## src/rtl/ro_puf_pkg.sv

```systemverilog
// rtl/ro_puf_pkg.sv - shared state encoding and default sizing for the RO comparator
package ro_puf_pkg;

    localparam int DEF_WINDOW = 1024;
    localparam int DEF_SETTLE = 16;
    localparam int DEF_CNT_W  = 16;

    typedef enum logic [2:0] {
        ST_IDLE,
        ST_SETTLE,
        ST_COUNT,
        ST_CMP,
        ST_DONE
    } state_e;

endpackage

```

## src/rtl/ro_edge_counter.sv

```systemverilog
// rtl/ro_edge_counter.sv - synchronizes one oscillator, detects rising edges, saturating count
module ro_edge_counter
    import ro_puf_pkg::*;
#(
    parameter int CNT_W = DEF_CNT_W
) (
    input  logic             clk_i,
    input  logic             rst_i,
    input  logic             clr_i,
    input  logic             en_i,
    input  logic             ro_i,
    output logic [CNT_W-1:0] cnt_o
);

    // [0],[1] form the synchronizer; [2] is the previous synchronized sample
    logic [2:0]       sync_q;
    logic [CNT_W-1:0] cnt_q;
    logic [CNT_W-1:0] cnt_d;
    logic             rise;

    assign rise = sync_q[1] & ~sync_q[2];

    always_comb begin
        cnt_d = cnt_q;
        if (clr_i) begin
            cnt_d = '0;
        end else if (en_i && rise && (cnt_q != {CNT_W{1'b1}})) begin
            cnt_d = cnt_q + CNT_W'(1);
        end
    end

    always_ff @(posedge clk_i) begin
        if (rst_i) begin
            sync_q <= '0;
            cnt_q  <= '0;
        end else begin
            sync_q <= {sync_q[1:0], ro_i};
            cnt_q  <= cnt_d;
        end
    end

    assign cnt_o = cnt_q;

endmodule

```

## src/rtl/ro_compare_ctrl.sv

```systemverilog
// rtl/ro_compare_ctrl.sv - ring-oscillator pair comparison controller (settle, count, compare)
module ro_compare_ctrl
    import ro_puf_pkg::*;
#(
    parameter int WINDOW = DEF_WINDOW,
    parameter int SETTLE = DEF_SETTLE,
    parameter int CNT_W  = DEF_CNT_W
) (
    input  logic             clk,
    input  logic             rst,
    input  logic             start,
    input  logic [7:0]       challenge,
    input  logic             ro_a,
    input  logic             ro_b,
    output logic [3:0]       sel_a,
    output logic [3:0]       sel_b,
    output logic             ro_en,
    output logic             busy,
    output logic             done,
    output logic             resp,
    output logic             tie,
    output logic             err,
    output logic [CNT_W-1:0] cnt_a,
    output logic [CNT_W-1:0] cnt_b
);

    localparam int TW = $clog2(WINDOW + SETTLE + 1);

    state_e          state_q, state_d;
    logic [TW-1:0]   cyc_q, cyc_d;
    logic            accept;
    logic            sel_eq;
    logic            count_en;
    logic [3:0]      sel_a_q, sel_b_q;
    logic            ro_en_q, busy_q, done_q, resp_q, tie_q, err_q;

    assign sel_eq   = (challenge[7:4] == challenge[3:0]);
    assign count_en = (state_q == ST_COUNT);

    always_comb begin
        state_d = state_q;
        cyc_d   = cyc_q;
        accept  = 1'b0;
        case (state_q)
            ST_IDLE: begin
                // done_q still high means the result is being presented; hold off new work
                if (start && !done_q) begin
                    accept  = 1'b1;
                    cyc_d   = '0;
                    state_d = sel_eq ? ST_DONE : ST_SETTLE;
                end
            end
            ST_SETTLE: begin
                if (cyc_q == TW'(SETTLE - 1)) begin
                    cyc_d   = '0;
                    state_d = ST_COUNT;
                end else begin
                    cyc_d = cyc_q + TW'(1);
                end
            end
            ST_COUNT: begin
                if (cyc_q == TW'(WINDOW - 1)) begin
                    cyc_d   = '0;
                    state_d = ST_CMP;
                end else begin
                    cyc_d = cyc_q + TW'(1);
                end
            end
            ST_CMP:  state_d = ST_DONE;
            ST_DONE: state_d = ST_IDLE;
            default: state_d = ST_IDLE;
        endcase
    end

    always_ff @(posedge clk) begin
        if (rst) begin
            state_q <= ST_IDLE;
            cyc_q   <= '0;
            sel_a_q <= '0;
            sel_b_q <= '0;
            ro_en_q <= 1'b0;
            busy_q  <= 1'b0;
            done_q  <= 1'b0;
            resp_q  <= 1'b0;
            tie_q   <= 1'b0;
            err_q   <= 1'b0;
        end else begin
            state_q <= state_d;
            cyc_q   <= cyc_d;
            ro_en_q <= (state_d == ST_SETTLE) || (state_d == ST_COUNT);
            busy_q  <= (state_d != ST_IDLE) || (state_q == ST_DONE);
            done_q  <= (state_q == ST_DONE);
            if (accept) begin
                sel_a_q <= challenge[7:4];
                sel_b_q <= challenge[3:0];
                resp_q  <= 1'b0;
                tie_q   <= 1'b0;
                err_q   <= sel_eq;
            end else if (state_q == ST_CMP) begin
                resp_q <= (cnt_a > cnt_b);
                tie_q  <= (cnt_a == cnt_b);
            end
        end
    end

    ro_edge_counter #(.CNT_W(CNT_W)) u_cnt_a (
        .clk_i (clk),
        .rst_i (rst),
        .clr_i (accept),
        .en_i  (count_en),
        .ro_i  (ro_a),
        .cnt_o (cnt_a)
    );

    ro_edge_counter #(.CNT_W(CNT_W)) u_cnt_b (
        .clk_i (clk),
        .rst_i (rst),
        .clr_i (accept),
        .en_i  (count_en),
        .ro_i  (ro_b),
        .cnt_o (cnt_b)
    );

    assign sel_a = sel_a_q;
    assign sel_b = sel_b_q;
    assign ro_en = ro_en_q;
    assign busy  = busy_q;
    assign done  = done_q;
    assign resp  = resp_q;
    assign tie   = tie_q;
    assign err   = err_q;

endmodule

```

## config.mk

```make
export PLATFORM = sky130hd
export DESIGN_NAME = ro_compare_ctrl
export DESIGN_NICKNAME = d
export VERILOG_FILES = /design/src/rtl/ro_puf_pkg.sv /design/src/rtl/ro_edge_counter.sv /design/src/rtl/ro_compare_ctrl.sv
export SDC_FILE = /design/constraint.sdc
export NUM_CORES = 1
export LEC_CHECK = 0
export ABC_AREA = 1
export ABC_CLOCK_PERIOD_IN_PS = 1600
export CORE_AREA = 4 4 98 123
export DETAILED_ROUTE_END_ITERATION = 10
export DIE_AREA = 0 0 102 127
export DONT_BUFFER_PORTS = 1
export HOLD_SLACK_MARGIN = 0.12
export SKIP_CTS_REPAIR_TIMING = 1
export SYNTH_ARGS = -nofsm -noshare
export SYNTH_HDL_FRONTEND = slang
export SYNTH_SLANG_ARGS = --single-unit
export TNS_END_PERCENT = 5
```

## constraint.sdc

```tcl
create_clock -name clk -period 1.6 [get_ports clk]
set_input_delay 0.24 -clock clk [delete_from_list [all_inputs] [get_ports clk]]
set_output_delay 0.24 -clock clk [all_outputs]
set_load 0.05 [all_outputs]
```

==> flow_summary.json <==
{
  "numPortBuffers": 0,
  "grt_pass1_wl_um": 16600,
  "cpMaxStageDelayCell": "dfxtp_4",
  "yosys_warnings": 0,
  "required_ps": 1820,
  "synth.top_cells.by_count": "151 x nand2_1, 66 x dfxtp_1, 65 x inv_1, 65 x nor2_1, 36 x a21oi_1",
  "p_leak_nw": 2.13,
  "maxSlewHeadroom": 0.650,
  "num_rows": 43,
  "drcViolationCount": 0,
  "max-cap-violations": 0,
  "min_path_cells": 3,
  "antenna_found_initial": 0,
  "vdd_ir_drop_max_mv": 0.451,
  "hold_violations": 0,
  "ys.flop_type": "dfxtp_1",
  "via_count": 3694,
  "synth.net_count": 577,
  "path_clk_slew_ps": 60,
  "syn_to_final_growth_pct": 33.0,
  "final_nets": 657,
  "seq_power_share": 0.443,
  "antenna_left": 0,
  "core_area_mm2": 0.0110,
  "grt_start_max_net_pins": 21,
  "worstPathCellList": "buf_6, nand3_1, nor2_2, nand3b_1, nor3_2, nand3_1, nand2_1, nor2_1",
  "clkPwrFrac": 0.485,
  "setup_tns_ps": 0,
  "wire_per_inst_um": 13.3,
  "cts_buffer_depth": 2,
  "initial_core_util": 0.339,
  "ff2ff_setup_slack_ps": 90,
  "p_int_mw": 3.01,
  "syn_inst": 545,
  "post-route-min-period_ps": 1510,
  "power.total_mw": 4.00,
  "synth_area_mm2": 0.00372,
  "synthArstFlopShare": 0,
  "setup_viol": 0,
  "grt_util_all_layers": 0.160,
  "drtIter0Drc": 128,
  "ys_seq_area_frac": 0.355,
  "reg2reg_depth": 8,
  "fmax_mhz": 660,
  "die-height_um": 127,
  "synth-edff-count": 0,
  "cts_made_buffers": 9,
  "vias_per_cell": 4.83,
  "cts_tree": "done",
  "first_global_vias": 3616,
  "r2r_end": "u_cnt_a.cnt_o[15]$_SDFFE_PP0P_",
  "worst_pin_slew_ps": 524,
  "outcome": "finished clean",
  "syn_avg_cell_area_um2": 6.83,
  "die_w_um": 102,
  "slowest_delay_ps": 360,
  "critPathArrivalTime_ps": 1730,
  "finalWeightedCongestion": 0.894,
  "die-area_mm2": 0.0130,
  "setup.worst_path.class": "reg2reg",
  "synth.distinct_cells": 34,
  "htree_levels": 3,
  "startpoint_type": "flip-flop",
  "worstHoldStart": "rst",
  "wl_um": 10200,
  "regToRegStartpoint": "u_cnt_a.cnt_o[1]$_SDFFE_PP0P_",
  "p_per_area_mw_per_mm2": 807,
  "regArea_mm2": 0.00137,
  "worstPathMaxFanout": 5,
  "root_buffer": "clkbuf_16",
  "dp_hpwl_um": 7680,
  "p_sw_frac": 0.246,
  "power.switching_mw": 0.981,
  "slew_violations": 0,
  "multiInputGateArea_mm2": 0.00217,
  "cts.sinks": 66,
  "synth_most_common_cell": "nand2_1",
  "clock_latency_ps": 330,
  "yosysTopAreaCell": "dfxtp_1",
  "fillers": 1129,
  "diodes": 0,
  "grt_overflow": 0,
  "drive_above_1_share": 0.251,
  "hold_end": "u_cnt_a.cnt_o[0]$_SDFFE_PP0P_",
  "firstDrtPassIters": 5,
  "min_period_over_period": 0.947,
  "worst_clock_skew_ps": 10.2,
  "io_pins": 59,
  "crit_path_frequent_cell": "nand3_1",
  "rsz0062_at_grt": "yes",
  "hold_path.class": "in2reg",
  "postLayoutCoreUtil": 0.451,
  "synth.ff_latch_count": 66,
  "combPwrFrac": 0.072,
  "end_kind": "flip-flop",
  "ys_top_cells_by_area": "dfxtp_1 35%, nand2_1 15%, inv_1 6.6%",
  "synth_top_area_frac": 0.355
}
-- worst max-delay path: cells and delay by family (launching register included) --
family	cells	cell delay [ps]
buffers and inverters	1	180
DFF	1	360
and+or+nand+nor	7	880
-- power by group through the flow --
stage,sequential (mW),clock (mW),combinational [mW]
after floorplan,1.82,0,0.154
after global placement,1.81,0,0.235
after detailed placement,1.81,0,0.239
after CTS,1.77,2.00,0.240
after global routing,1.78,2.09,0.319
final,1.77,1.94,0.289
-- flip-flops by register name (all words and copies together) (netlist names), 3 cells and up --
register and flops:
u_cnt_b.sync_q 3, sel_a 4, sel_b 4, state_q 3, u_cnt_a.cnt_o 16, u_cnt_b.cnt_o 16
u_cnt_a.sync_q 3, cyc_q 11
-- routing by layer --
layer / track usage / up-vias / wire length [um]
met2: 0.290 / 86 / 5590
li1: - / 1905 / -
met4: 0.0687 / 0 / 169
met1: 0.175 / 1693 / 3880
met5: 0 / - / 0
met3: 0.0371 / 10 / 521
-- cell families after synthesis --
kind of cell,Yosys count,share of synthesized area
buffers and inverters,81,0.0904
AND/OR/NAND/NOR,293,0.344
adder cells (fa/ha/maj),19,0.0639
XOR/XNOR,17,0.0400
flip-flops,66,0.355
AO/OA/AOI/OAI,69,0.107
-- final cells by class --
cell class | instances | area share
clock buffer | 13 | 0.0568
inverter | 72 | 0.0546
tap | 135 | 0.0341
sequential | 66 | 0.277
timing repair buffer | 78 | 0.135
clock inverter | 3 | 0.00404
multi-input combinational | 398 | 0.438
-- worst max path at each step --
stage / startpoint / to / slack, ps / cells after the start
floorplan: u_cnt_a.cnt_o[1]$_SDFFE_PP0P_ / u_cnt_a.cnt_o[5]$_SDFFE_PP0P_ / -40 / 10
global placement: u_cnt_a.cnt_o[1]$_SDFFE_PP0P_ / u_cnt_a.cnt_o[15]$_SDFFE_PP0P_ / -40 / 8
detailed placement: u_cnt_a.cnt_o[1]$_SDFFE_PP0P_ / u_cnt_a.cnt_o[15]$_SDFFE_PP0P_ / -60 / 8
CTS: u_cnt_a.cnt_o[0]$_SDFFE_PP0P_ / u_cnt_a.cnt_o[15]$_SDFFE_PP0P_ / -90 / 8
global route: state_q[0]$_SDFF_PP0_ / u_cnt_a.cnt_o[12]$_SDFFE_PP0P_ / -60 / 10
finish: u_cnt_a.cnt_o[1]$_SDFFE_PP0P_ / u_cnt_a.cnt_o[15]$_SDFFE_PP0P_ / 90 / 8
-- layout by cell type (no fill, tap or decap), drive strengths merged --
master         n
nor2          66
a31oi          3
nand3b         1
a21oi         45
or2            2
buf           67
nor3          27
o211ai         1
nand3         30
o21ai         18
ha            19
nor3b          1
o22ai          1
dfxtp         66
inv           72
clkinvlp       2
clkinv         1
and2           1
dlygate4sd3   11
clkbuf        13
nand4         11
nand2        154
xor2          17
a21o           1
-- stage by stage --
stage                     std cells  cell area, um^2  hold slack [ps]  setup WS [ps]
final                           765             4950              178           85.0
after global routing            765             4950              192          -59.5
after CTS                       747             4660            -36.0          -86.2
after detailed placement        731             4360              314          -62.2
after global placement          731             4360              312          -42.3
after floorplan                 545             3770              309          -40.0
(Power assumes the default switching activity.)
